==> src/rtl/lcd_glyph_line_scheduler.sv <==
// -----------------------------------------------------------------------------
// lcd_glyph_line_scheduler
//   Draws one horizontal band of NUM_TILES 64x64 glyph tiles on the LCD.
//   A double-buffered character string is written by the measurement formatter
//   and committed on frame_start. On each line_start inside the band, one glyph
//   row per tile is prefetched from the shared ROM into a line buffer. During
//   active video the line buffer is serialised MSB-first into RGB.
//
//   Optional feature macro: LCD_GLYPH_BLINK_EN (adds per-tile blink bit and
//   char_blink input, blinking with a 32-frame half period).
//
// Ports:
//   clk, rst                      clock, synchronous active-high reset
//   ready_sig, column_addr_sig,
//   row_addr_sig                  pixel timing from the timing generator
//   line_start, fetch_row         hblank pulse and the row to prefetch
//   frame_start                   vblank pulse, commits shadow string
//   char_we, char_idx, char_code  shadow string write port
//   rom_en, rom_addr, rom_data    glyph ROM read port ({code, row[5:0]})
//   red_sig, green_sig, blue_sig  registered pixel colour
//   busy                          prefetch in progress
//   overrun                       sticky: line_start arrived while busy
// -----------------------------------------------------------------------------
module lcd_glyph_line_scheduler #(
    parameter int          NUM_TILES = 8,
    parameter int          CODE_W    = 4,
    parameter int          ROM_LAT   = 1,
    parameter logic [10:0] X0        = 11'd64,
    parameter logic [10:0] Y0        = 11'd32,
    parameter logic [23:0] FG_COLOR  = 24'hFFFFFF,
    parameter logic [23:0] BG_COLOR  = 24'h000000
) (
    input  logic              clk,
    input  logic              rst,
    input  logic              ready_sig,
    input  logic [10:0]       column_addr_sig,
    input  logic [10:0]       row_addr_sig,
    input  logic              line_start,
    input  logic [10:0]       fetch_row,
    input  logic              frame_start,
    input  logic              char_we,
    input  logic [3:0]        char_idx,
    input  logic [CODE_W-1:0] char_code,
`ifdef LCD_GLYPH_BLINK_EN
    input  logic              char_blink,
`endif
    output logic              rom_en,
    output logic [CODE_W+5:0] rom_addr,
    input  logic [63:0]       rom_data,
    output logic [7:0]        red_sig,
    output logic [7:0]        green_sig,
    output logic [7:0]        blue_sig,
    output logic              busy,
    output logic              overrun
);

    typedef enum logic [1:0] {IDLE, FETCH, DRAIN} state_t;

    state_t            state_q;
    logic [3:0]        tile_q;
    logic [1:0]        drain_q;
    logic [5:0]        grow_q;
    logic              rom_en_q;
    logic [CODE_W+5:0] rom_addr_q;
    logic              line_valid_q;
    logic              overrun_q;

    logic [CODE_W-1:0] shadow_q [NUM_TILES];
    logic [CODE_W-1:0] active_q [NUM_TILES];
    logic [CODE_W-1:0] active_d [NUM_TILES];
    logic [63:0]       linebuf_q [NUM_TILES];

    // Tile-index delay pipe: stage k holds the issue from k cycles ago.
    logic [ROM_LAT:1]      vld_pipe_q;
    logic [ROM_LAT:1][3:0] tile_pipe_q;

    logic [23:0]       rgb_q;

`ifdef LCD_GLYPH_BLINK_EN
    logic [NUM_TILES-1:0] sh_blink_q, act_blink_q;
    logic [5:0]           frm_cnt_q;   // bit 5 is the blink phase
    logic                 pblink;
`endif

    // ---------------- string double buffer ----------------
    // Fetch addresses use the post-commit view so that a frame_start during
    // FETCH affects every tile not yet issued.
    always_comb begin
        for (int i = 0; i < NUM_TILES; i++)
            active_d[i] = frame_start ? shadow_q[i] : active_q[i];
    end

    always_ff @(posedge clk) begin
        if (rst) begin
            for (int i = 0; i < NUM_TILES; i++) begin
                shadow_q[i] <= '0;
                active_q[i] <= '0;
            end
`ifdef LCD_GLYPH_BLINK_EN
            sh_blink_q  <= '0;
            act_blink_q <= '0;
            frm_cnt_q   <= '0;
`endif
        end else begin
            // Same-cycle write lands in shadow only; active copies the old shadow.
            for (int i = 0; i < NUM_TILES; i++) begin
                if (char_we && char_idx == 4'(i)) begin
                    shadow_q[i] <= char_code;
`ifdef LCD_GLYPH_BLINK_EN
                    sh_blink_q[i] <= char_blink;
`endif
                end
                if (frame_start) active_q[i] <= shadow_q[i];
            end
`ifdef LCD_GLYPH_BLINK_EN
            if (frame_start) begin
                act_blink_q <= sh_blink_q;
                frm_cnt_q   <= frm_cnt_q + 6'd1;
            end
`endif
        end
    end

    // ---------------- prefetch FSM ----------------
    logic [11:0]       frow12;
    logic              fetch_in_band;
    logic [3:0]        nxt_t;
    logic [CODE_W-1:0] nxt_code;
    logic [5:0]        grow_d;

    always_comb begin
        frow12        = {1'b0, fetch_row};
        fetch_in_band = (frow12 >= {1'b0, Y0}) && (frow12 < {1'b0, Y0} + 12'd64);
        grow_d        = (state_q == IDLE) ? (fetch_row[5:0] - Y0[5:0]) : grow_q;
        nxt_t         = (state_q == IDLE) ? 4'd0 : tile_q + 4'd1;
        nxt_code      = '0;
        for (int i = 0; i < NUM_TILES; i++)
            if (nxt_t == 4'(i)) nxt_code = active_d[i];
    end

    always_ff @(posedge clk) begin
        if (rst) begin
            state_q      <= IDLE;
            tile_q       <= '0;
            drain_q      <= '0;
            grow_q       <= '0;
            rom_en_q     <= 1'b0;
            rom_addr_q   <= '0;
            line_valid_q <= 1'b0;
            overrun_q    <= 1'b0;
        end else begin
            rom_en_q <= 1'b0;
            if (line_start && state_q != IDLE) overrun_q <= 1'b1;
            case (state_q)
                IDLE: begin
                    if (line_start) begin
                        if (fetch_in_band) begin
                            grow_q     <= grow_d;
                            tile_q     <= '0;
                            rom_en_q   <= 1'b1;
                            rom_addr_q <= {nxt_code, grow_d};
                            state_q    <= FETCH;
                        end else begin
                            line_valid_q <= 1'b0;
                        end
                    end
                end
                FETCH: begin
                    if (tile_q == 4'(NUM_TILES - 1)) begin
                        drain_q <= '0;
                        state_q <= DRAIN;
                    end else begin
                        tile_q     <= nxt_t;
                        rom_en_q   <= 1'b1;
                        rom_addr_q <= {nxt_code, grow_q};
                    end
                end
                DRAIN: begin
                    // Last capture lands on the same edge that leaves DRAIN.
                    if (drain_q == 2'(ROM_LAT - 1)) begin
                        line_valid_q <= 1'b1;
                        state_q      <= IDLE;
                    end else begin
                        drain_q <= drain_q + 2'd1;
                    end
                end
                default: state_q <= IDLE;
            endcase
        end
    end

    // ---------------- ROM capture ----------------
    always_ff @(posedge clk) begin
        if (rst) begin
            vld_pipe_q  <= '0;
            tile_pipe_q <= '0;
            for (int i = 0; i < NUM_TILES; i++) linebuf_q[i] <= '0;
        end else begin
            vld_pipe_q[1]  <= rom_en_q;
            tile_pipe_q[1] <= tile_q;
            for (int k = 2; k <= ROM_LAT; k++) begin
                vld_pipe_q[k]  <= vld_pipe_q[k-1];
                tile_pipe_q[k] <= tile_pipe_q[k-1];
            end
            if (vld_pipe_q[ROM_LAT])
                for (int i = 0; i < NUM_TILES; i++)
                    if (tile_pipe_q[ROM_LAT] == 4'(i)) linebuf_q[i] <= rom_data;
        end
    end

    // ---------------- pixel path ----------------
    // Band compares run at 12 bits so the band end never wraps past column 2047.
    logic [11:0] col12, row12;
    logic [10:0] dx;
    logic [63:0] prow;
    logic [5:0]  bitsel;
    logic        row_in, col_in, lit;

    always_comb begin
        col12  = {1'b0, column_addr_sig};
        row12  = {1'b0, row_addr_sig};
        row_in = (row12 >= {1'b0, Y0}) && (row12 < {1'b0, Y0} + 12'd64);
        col_in = (col12 >= {1'b0, X0}) && (col12 < {1'b0, X0} + 12'(64 * NUM_TILES));
        dx     = column_addr_sig - X0;
        bitsel = 6'd63 - dx[5:0];
        prow   = '0;
`ifdef LCD_GLYPH_BLINK_EN
        pblink = 1'b0;
`endif
        for (int i = 0; i < NUM_TILES; i++)
            if (dx[10:6] == 5'(i)) begin
                prow = linebuf_q[i];
`ifdef LCD_GLYPH_BLINK_EN
                pblink = act_blink_q[i];
`endif
            end
        lit = ready_sig && line_valid_q && row_in && col_in && prow[bitsel];
`ifdef LCD_GLYPH_BLINK_EN
        if (frm_cnt_q[5] && pblink) lit = 1'b0;
`endif
    end

    always_ff @(posedge clk) begin
        if (rst) rgb_q <= BG_COLOR;
        else     rgb_q <= lit ? FG_COLOR : BG_COLOR;
    end

    assign rom_en    = rom_en_q;
    assign rom_addr  = rom_addr_q;
    assign busy      = (state_q != IDLE);
    assign overrun   = overrun_q;
    assign red_sig   = rgb_q[23:16];
    assign green_sig = rgb_q[15:8];
    assign blue_sig  = rgb_q[7:0];

endmodule

==> config.mk <==
export PLATFORM = sky130hd
export DESIGN_NAME = lcd_glyph_line_scheduler
export DESIGN_NICKNAME = d
export VERILOG_FILES = /design/src/rtl/lcd_glyph_line_scheduler.sv
export SDC_FILE = /design/constraint.sdc
export NUM_CORES = 1
export LEC_CHECK = 0
export CAP_MARGIN = 20
export CORE_MARGIN = 2
export CORE_UTILIZATION = 40
export CTS_CLUSTER_DIAMETER = 50
export DETAILED_ROUTE_END_ITERATION = 10
export GPL_ROUTABILITY_DRIVEN = 0
export SYNTH_ARGS = -nofsm -noshare
export SYNTH_HDL_FRONTEND = slang
export SYNTH_SLANG_ARGS = --single-unit
==> constraint.sdc <==
create_clock -name clk -period 4.55 [get_ports clk]
set_input_delay 0.91 -clock clk [delete_from_list [all_inputs] [get_ports clk]]
set_output_delay 0.91 -clock clk [all_outputs]
set_load 0.005 [all_outputs]
==> results.md, run 1 <==
- The critical path is of the input port to flip-flop type.
- By area the synthesized netlist is led by edfxtp_1, nor2_1, dfxtp_1.
- The most prevalent standard cell on the critical path is buf_4.
- The first detailed-routing pass ran for 5 iterations.
- Yosys printed 0 warnings.
- For this block, the via count after detailed routing is 18.8k.
- The largest vdd supply drop is 0.000319 V.
- The first-pass GRT wire length is 120000 µm.
- The clock input transition at the sequential cells of the worst setup and hold paths is 60 ps.
- The layer flagged by global routing as most heavily used is met2.
- Entering global routing, the biggest net connects 72 pins.
- In this run the number of cells on the critical path is 12.
- The synthesized instance count is 2193.
- The total of buffers placed on input and output ports is 142.
- At the end of the flow, the number of nets in the layout was 2449.
- Max-cap violations in this run came to 0.
- The post-cts resize count is 0.
- The measured slew at the worst slew-check pin is 1090 ps.
- The cell area after placement is 0.0295 mm².
- The floorplan step defined a die boundary enclosing 0.0692 mm².
- The share of post-route cells with drive strength above 1 is 12.4%.
- The met1 demand-to-capacity share in global routing is 30.8%.
- The worst pin sits at a relative slew slack of 27.1%.
- The cell type group with the largest total delay on the critical path is compound AO/OA/AOI/OAI gates.
- The data required time of the worst path is 5050 ps.
- In the synthesized netlist the async set-or-reset flop fraction comes to 0%.
- The worst setup path is launched from an input port.
- Setup repair after global routing left no endpoint under its margin.
- Global routing consumed, on the met2 layer, 38.6% of the routing resources.
- The signal on the critical path passes through clkdlybuf4s50_1 -> buf_4 -> nor3_1 -> nand3_1 -> a32oi_1 -> o22ai_1 -> a2111oi_2 -> a211oi_1 -> o311ai_1 -> buf_4 -> a31oi_1 -> o32ai_1.
- The mapped netlist covers 0.0269 mm².
- The number of cells on the worst reg-to-reg path is 5.
- When the netlist entered floorplanning its net count stood at 2306.
- 148 I/O pins were placed.
- The final number of setup-violating endpoints is 0.
- The initial antenna violation count is 0.
- The arrival time reported for the critical path endpoint is 4270 ps.
- The achievable clock frequency is 0.265 GHz.
- After legalization and detailed placement, the total HPWL measured 49200 µm.
- Clock skew on the completed layout was measured at 30.2 ps.
- The worst setup slack before clock tree synthesis is 244 ps.
- In this run the most critical hold path is launched from rom_addr[5].
- The largest area contributor in the netlist is edfxtp_1.
- The max-slew violation total from the final report is 0.
- The design area is 0.0317 mm².
- After synthesis, the most frequently instantiated cells are edfxtp_1, nor2_1, a21oi_1, nand2_1, nand2b_1.
- The met3 track demand over resource in global routing is 3.92%.
- In this run the horizontal extent of the chip is 263 µm.
- The slowest stage of the critical path belongs to the cell nor3_1.
- The main flop type after synthesis is edfxtp_1.
- After clock tree synthesis, the setup repair step added 0 buffers.
- For this run the aggregate overflow at the end of global routing stands at 0.
- The detail route stage leaves a number of antenna-violating nets equal to 0.
- For this design the ratio of total power to cell area is 406 mW/mm².
- After layout, the worst path uses 82.8% of the clock period.
- The die height is 263 µm.
- By instance count, the leading cell after synthesis is edfxtp_1.
- The clock passes through at most 3 buffers.
- The setup total negative slack is 0 ps.
- After detailed routing, the number of remaining DRC violations is 0.
- The cell sitting at the root of the clock tree is a clkbuf_16.
- The critical path endpoint is rgb_q[22].
- The region available for standard cell placement spans 0.0668 mm².
- The class of the tightest hold or removal check is flip-flop to flip-flop.
- The endpoint identified for the worst register-to-register timing path is linebuf_q[0][119].
- The first element of the critical path is column_addr_sig[10].
- The mean instance size in the synthesized netlist is 12.2 µm².
- The via count of the first global-routing pass is 18.9k.
- The fraction of the yosys area taken by sequential cells is 66.9%.
- The number of different library cells used by synthesis comes to 80.
- The run finished with clean final reports.
- The number of buffers and inverters on the critical path is 3.
- The area overhead of the layout relative to synthesis is 18.2%.
- Hold is met by 462 ps.
- The portion of synthesized cell area occupied by the leading cell type is 64.4%.
- The number of flip-flops and latches in the synthesized netlist is 609.
- The launch instance of the worst register-to-register path is vld_pipe_q.
- In this run the static leakage power is 11.4 nW.
- Global routing used 23.1% of the available tracks across all layers.
- The maximum net fanout on the critical path is 13.
- The total clock buffers created by CTS is 73.
- The number of enable-type register cells in the synthesized netlist is 576.
- The final count of hold timing violations is 0.
- Clock tree synthesis found a total of 609 sinks.
- The post-layout worst setup margin is 782 ps.
- The clock insertion delay at the later pin of the skew report is 620 ps.
- After detailed routing, the total wire length is 80900 µm.
- Setup slack on the worst reg-to-reg path comes out at 1590 ps.
- The violation count after the first detailed-routing iteration is 2006.
- The CTS tree is built.
- The clock tree synthesis step divided the H-tree into 3 levels.
- The initial core utilization is 40.2%.
- The per-cell via count in the routed design is 5.76.
- The largest single stage delay on the critical path is 540 ps.
- The routed wire length per instance is 24.8 µm.
- The clock period could shrink to 3770 ps.
- STA classifies the critical path endpoint as a flip-flop.
- The floorplan row count is 95.
- For this design, the CTS-stage hold fixing added 0 buffers.
-- through the flow --
step / util [%] / total power, W / instances
floorplan: - / 0.00704 / 2193
global placement: 44.1 / 0.00746 / 3134
detailed placement: 44.1 / 0.00748 / 3134
CTS: 47.5 / 0.0129 / 3265
global route: 47.5 / 0.0132 / 3265
finish: 47.5 / 0.0129 / 3266
-- placed cells by master (no fill, tap or decap), types with 7 or more instances in the layout --
cell type | synthesis | final
a21oi_1 | 91 | 91
inv_6 | 0 | 9
nand3_1 | 32 | 30
a222oi_1 | 7 | 7
mux2_2 | 36 | 36
mux2i_1 | 63 | 63
nand2b_1 | 88 | 82
buf_12 | 0 | 10
a31oi_1 | 19 | 19
clkdlybuf4s50_1 | 0 | 136
a211oi_1 | 26 | 26
dfxtp_1 | 33 | 33
clkinv_2 | 0 | 9
o22ai_1 | 26 | 26
edfxtp_1 | 576 | 576
a22oi_1 | 43 | 43
o21ai_0 | 57 | 57
buf_4 | 34 | 91
clkinvlp_4 | 0 | 7
and2_1 | 16 | 16
a221oi_1 | 20 | 20
inv_1 | 83 | 83
nand2_1 | 91 | 87
clkinv_1 | 1 | 10
nand4_1 | 9 | 9
clkbuf_1 | 74 | 14
nor2_1 | 498 | 497
nor3_1 | 15 | 15
nor2b_1 | 25 | 24
clkbuf_16 | 0 | 74
a311oi_1 | 8 | 8
o221ai_1 | 23 | 23
a211o_1 | 9 | 9
mux4_2 | 13 | 13
o211ai_1 | 11 | 11
-- worst min-delay path, cell delays in order (launching register included) --
cell	delay, ps
dfxtp_1	310
nand2_1	60
a21oi_1	50
-- routing by layer --
metal	vias to the layer above	wire [µm]
li1	8299	-
met1	9414	32500
met2	973	38900
met3	130	7380
met4	0	2090
met5	-	0
-- state kept, by name, summed over array words and instances (netlist names), 2 cells and up --
| name | flops |
|---|---|
| grow_q | 6 |
| tile_pipe_q | 4 |
| drain_q | 2 |
| rom_addr | 10 |
| tile_q | 4 |
| linebuf_q | 512 |
| active_q | 32 |
| state_q | 2 |
| shadow_q | 32 |
-- kinds of logic after synthesis --
kind of cell | synth area share, %
XOR/XNOR | 0.0978
AND/OR/NAND/NOR | 13.4
AO/OA/AOI/OAI | 10.3
adder cells (fa/ha/maj) | 0.0931
multiplexers | 4.95
flip-flops | 66.9
buffers and inverters | 4.33
-- worst min-delay path by stage --
stage	endpoint	cells past startpoint
global placement	rom_addr[5]	2
CTS	rom_addr[5]	2
finish	rom_addr[5]	2
global route	rom_addr[1]	2
detailed placement	rom_addr[5]	2
floorplan	rom_addr[5]	2
-- where the power goes --
group          switching (W)  internal, W  total, W
combinational       0.000591     0.000317  0.000908
clock                0.00237      0.00314   0.00551
sequential         0.0000746      0.00639   0.00647
-- area by class of cell --
type                       count  area (µm²)
fill                        5969       35100
sequential                   609       18000
multi-input combinational   1327        7850
timing repair buffer         241        2270
clock buffer                  88        1900
tap                          873        1090
clock inverter                43         350
inverter                      84         315
antenna                        1        2.50
No activity file was read; power rests on OpenSTA's default activity.
==> run 2: changes to the inputs <==
Clock period 4.55 ns to 3.2 ns, I/O delays scaled along.
==> run 2 against run 1 <==
  * Routed wire length up 1.8%
  * Clock power increased by 58%
  * Via count rose by 2.6%
  * Cell area up 3.4%
  * Clock skew fell by 4.9 ps
  * Power increased by 50%
  * Register-to-register slack lost 940 ps
  * Non-clock buffer count up 77
  * Die area stayed put
  * Utilization up 1.6 points
  * Sequential power is 42% higher
  * Hold slack lost 10 ps
  * Critical path type unchanged
  * Largest cell class unchanged
  * Largest power group unchanged
==> results.md, run 2 (synthesis gave the netlist of run 1 again) <==
- The power after layout came to 0.0193 W (+50%).
- The number of remaining DRC errors is 0 (unchanged).
- The post-route antenna net violation count is 0 (unchanged).
- The total power divided by cell area came to 587 mW/mm² (+45%).
- The data required time of the worst path was 3720 ps (-1330 ps).
- The die height is 263 µm (unchanged).
- The residual overflow from global routing was 0 (unchanged).
- The tree is rooted in a clkbuf_16.
- The final wirelength was 82300 µm (+1.8%).
- The final count of hold timing violations is 0 (unchanged).
- The initial antenna violation count was 2 (+2).
- The number of clock sinks seen by CTS is 609 (unchanged).
- In the finished design, the share of the clock period the worst path needs comes to 91.8%.
- The final number of setup-violating endpoints came to 0 (unchanged).
- The total routing resource utilization after global routing came to 23.7% (+0.59 points).
- The arrival time reported for the critical path endpoint is 3460 ps (-810 ps).
- The H-tree level count is 3 (unchanged).
- TritonCTS built the clock tree.
- The share of post-route cells with drive strength above 1 is 15.8% (+3.4 points).
- The sum of buffers and inverters on the critical path is 5 (+2).
- Leaving out fill and tap cells, the most frequent cells in the layout are edfxtp_1, nor2_1, buf_4, clkdlybuf4s50_1, a21oi_1.
- The worst path needs 2940 ps of the cycle, external delays included.
- The buffer levels on the longest clock path is 3 (unchanged).
- The detailed-router iteration count before antenna repair is 5 (unchanged).
- The hold buffer count at CTS was 0 (unchanged).
- The signal on the critical path passes through buf_4 -> buf_4 -> buf_4 -> nor2b_2 -> buf_4 -> a22oi_1 -> o21ai_0 -> a221oi_1 -> o31ai_1 -> o221ai_1 -> o311ai_1 -> buf_4 -> a31oi_1 -> o32ai_1.
- The path class of the tightest hold or removal check is flip-flop to flip-flop.
- The maximum net fanout on the critical path came to 8 (-5).
- The core area is 0.0668 mm² (unchanged).
- The via count of the routed design is 19.3k (+2.6%).
- The total of buffers placed on input and output ports is 142 (unchanged).
- The via count of the first global-routing pass is 19.3k (+2.4%).
- The total clock buffers created by CTS came to 78 (+6.8%).
- The run finished with clean final reports.
- The number of placed instances, taps included is 3211 (+2.5%).
- The critical path class is input port to flip-flop.
- The number of diodes added for antenna fixing is 0 (-1).
- The largest registers in the layout are linebuf_q x512, active_q x32, shadow_q x32.
- The maximum cell stage delay along the critical path came to 360 ps (-180 ps).
- The violation count after the first detailed-routing iteration is 2163 (+7.8%).
- The cell depth of the worst hold path is 2 (unchanged).
- The per-cell via count in the routed design was 5.76 (about the same).
- The worst setup path is captured at a flip-flop.
- The detailed placement HPWL is 52500 µm (+6.8%).
- The achievable clock frequency is 0.340 GHz.
- The number of non-filler instances in the completed layout is 3354 (+2.7%).
- The max-slew violation total from the final report is 0 (unchanged).
- The leakage dissipation is 12.0 nW (+5.4%).
- In this run the most critical hold path is launched from rom_addr[7].
- The element type at the critical path start is an input port.
- The worst register-to-register path begins at linebuf_q[1][169].
- The die outline area is 0.0692 mm² (unchanged).
- The clock skew after layout came to 25.3 ps (-4.95 ps).
- The routed wire length per instance was 24.6 µm (-0.84%).
- Leaving out fill and tap cells, the most frequent cell in the layout is edfxtp_1.
- The clock insertion delay at the later pin of the skew report was 630 ps (about the same).
- The initial core utilization came to 40.2% (unchanged).
- The largest individual stage delay along the critical path comes from the cell nor2b_2.
- The worst reg-to-reg setup slack is 650 ps (-940 ps).
- The number of flip-flops under the largest register name is 512 (unchanged).
- The largest register by flop count is linebuf_q.
- The floorplan row count is 95 (unchanged).
- The worst hold path terminates at rom_addr[7].
- The number of max-cap violations came to 0 (unchanged).
- The measured slew at the worst slew-check pin is 1070 ps (-20.2 ps).
- Compared with the post-synthesis result, the final layout area differs by 22.2%.
- The maximum number of pins on one net before global-route repair is 65 (-9.7%).
- The I/O pin total came to 148 (unchanged).
- The largest vdd supply drop came to 0.000375 V (+17%).
- The first-pass GRT wire length came to 123000 µm (+2.7%).
- The headroom to the max-slew limit is 28.5% (+1.3 points).
- The worst reg2reg path endpoint is rgb_q[22].
- The worst-case reg-to-reg path depth is 9 (+4).
- The x dimension of the die is 263 µm (unchanged).
- The post-layout net count came to 2531 (+3.3%).
- The clock input transition at the sequential cells of the worst setup and hold paths is 60 ps (about the same).
- Setup repair after global routing left no endpoint under its margin.
- The cell type group with the largest total delay on the critical path is compound AO/OA/AOI/OAI gates.
- By instance count, the cell type seen most on the critical path is buf_4.
run 2: cell types whose count changed in the layout (fill, tap and decap cells not counted), sizes merged:
cell	change
buf	+77
clkdlybuf4s50	-2
dlymetal6s2s	+2
diode	-1
clkinvlp	-4
clkinv	-2
bufinv	+4
inv	+8
clkbuf	+6
run 2: how the worst max path moves through the flow:
stage,slack [ps],cells past startpoint,to,startpoint
final,260,14,rgb_q[22],column_addr_sig[6]
after global routing,200,14,rgb_q[22],column_addr_sig[6]
after CTS,30,12,rgb_q[22],column_addr_sig[9]
after detailed placement,-670,10,rgb_q[22],column_addr_sig[9]
after global placement,-650,12,rgb_q[22],column_addr_sig[9]
after floorplan,50,3,linebuf_q[0][100],rst
run 2: report_power, final:
part,internal [W],switching (W)
combinational,0.000515,0.000859
sequential,0.00909,0.000116
clock,0.00512,0.00357
run 2: layout make-up:
type | instances | area (µm²)
flip-flops and latches | 609 | 18000
clock buffers | 94 | 2030
inverters | 84 | 315
repair buffers | 318 | 3010
multi-input cells | 1327 | 7890
well taps | 873 | 1090
clock inverters | 49 | 527
fillers | 5791 | 34000
run 2: metrics by stage:
step | setup TNS [ps] | hold WS [ps] | setup WS [ps] | utilization [%] | instance area (µm²)
after floorplan | 0 | 448 | 45.9 | - | 26900
after global placement | -646 | 445 | -646 | 45.2 | 30200
after detailed placement | -672 | 445 | -672 | 45.2 | 30200
after CTS | 0 | 452 | 31.2 | 49.1 | 32800
after global routing | 0 | 472 | 196 | 49.1 | 32800
final | 0 | 452 | 263 | 49.1 | 32800
run 2: what timing repair did:
action / CTS / global route
buffers inserted: 0 / 0
pin swaps: 0 / 1
resized for setup: 3 / 9
gates cloned: 0 / 0
setup endpoints to repair: 1 / 1
endpoints found under the hold margin: 0 / 0
run 2: worst reg2reg max path: cells and delay by family (launching register included):
| kind | cells | cell delay, ps |
|---|---|---|
| flops | 1 | 370 |
| mux | 1 | 500 |
| buf+inv | 1 | 190 |
| compound gates | 6 | 1120 |
| simple gates | 1 | 240 |
run 2: metal layers:
metal	share of wire [%]	up-vias	global-route usage, %	wire [µm]
met5	0.033	-	0	27
met4	3.1	4	8.32	2530
met3	8.9	168	4.12	7310
met2	48	988	39.4	39700
met1	40	9668	31.4	32800
li1	-	8482	-	-
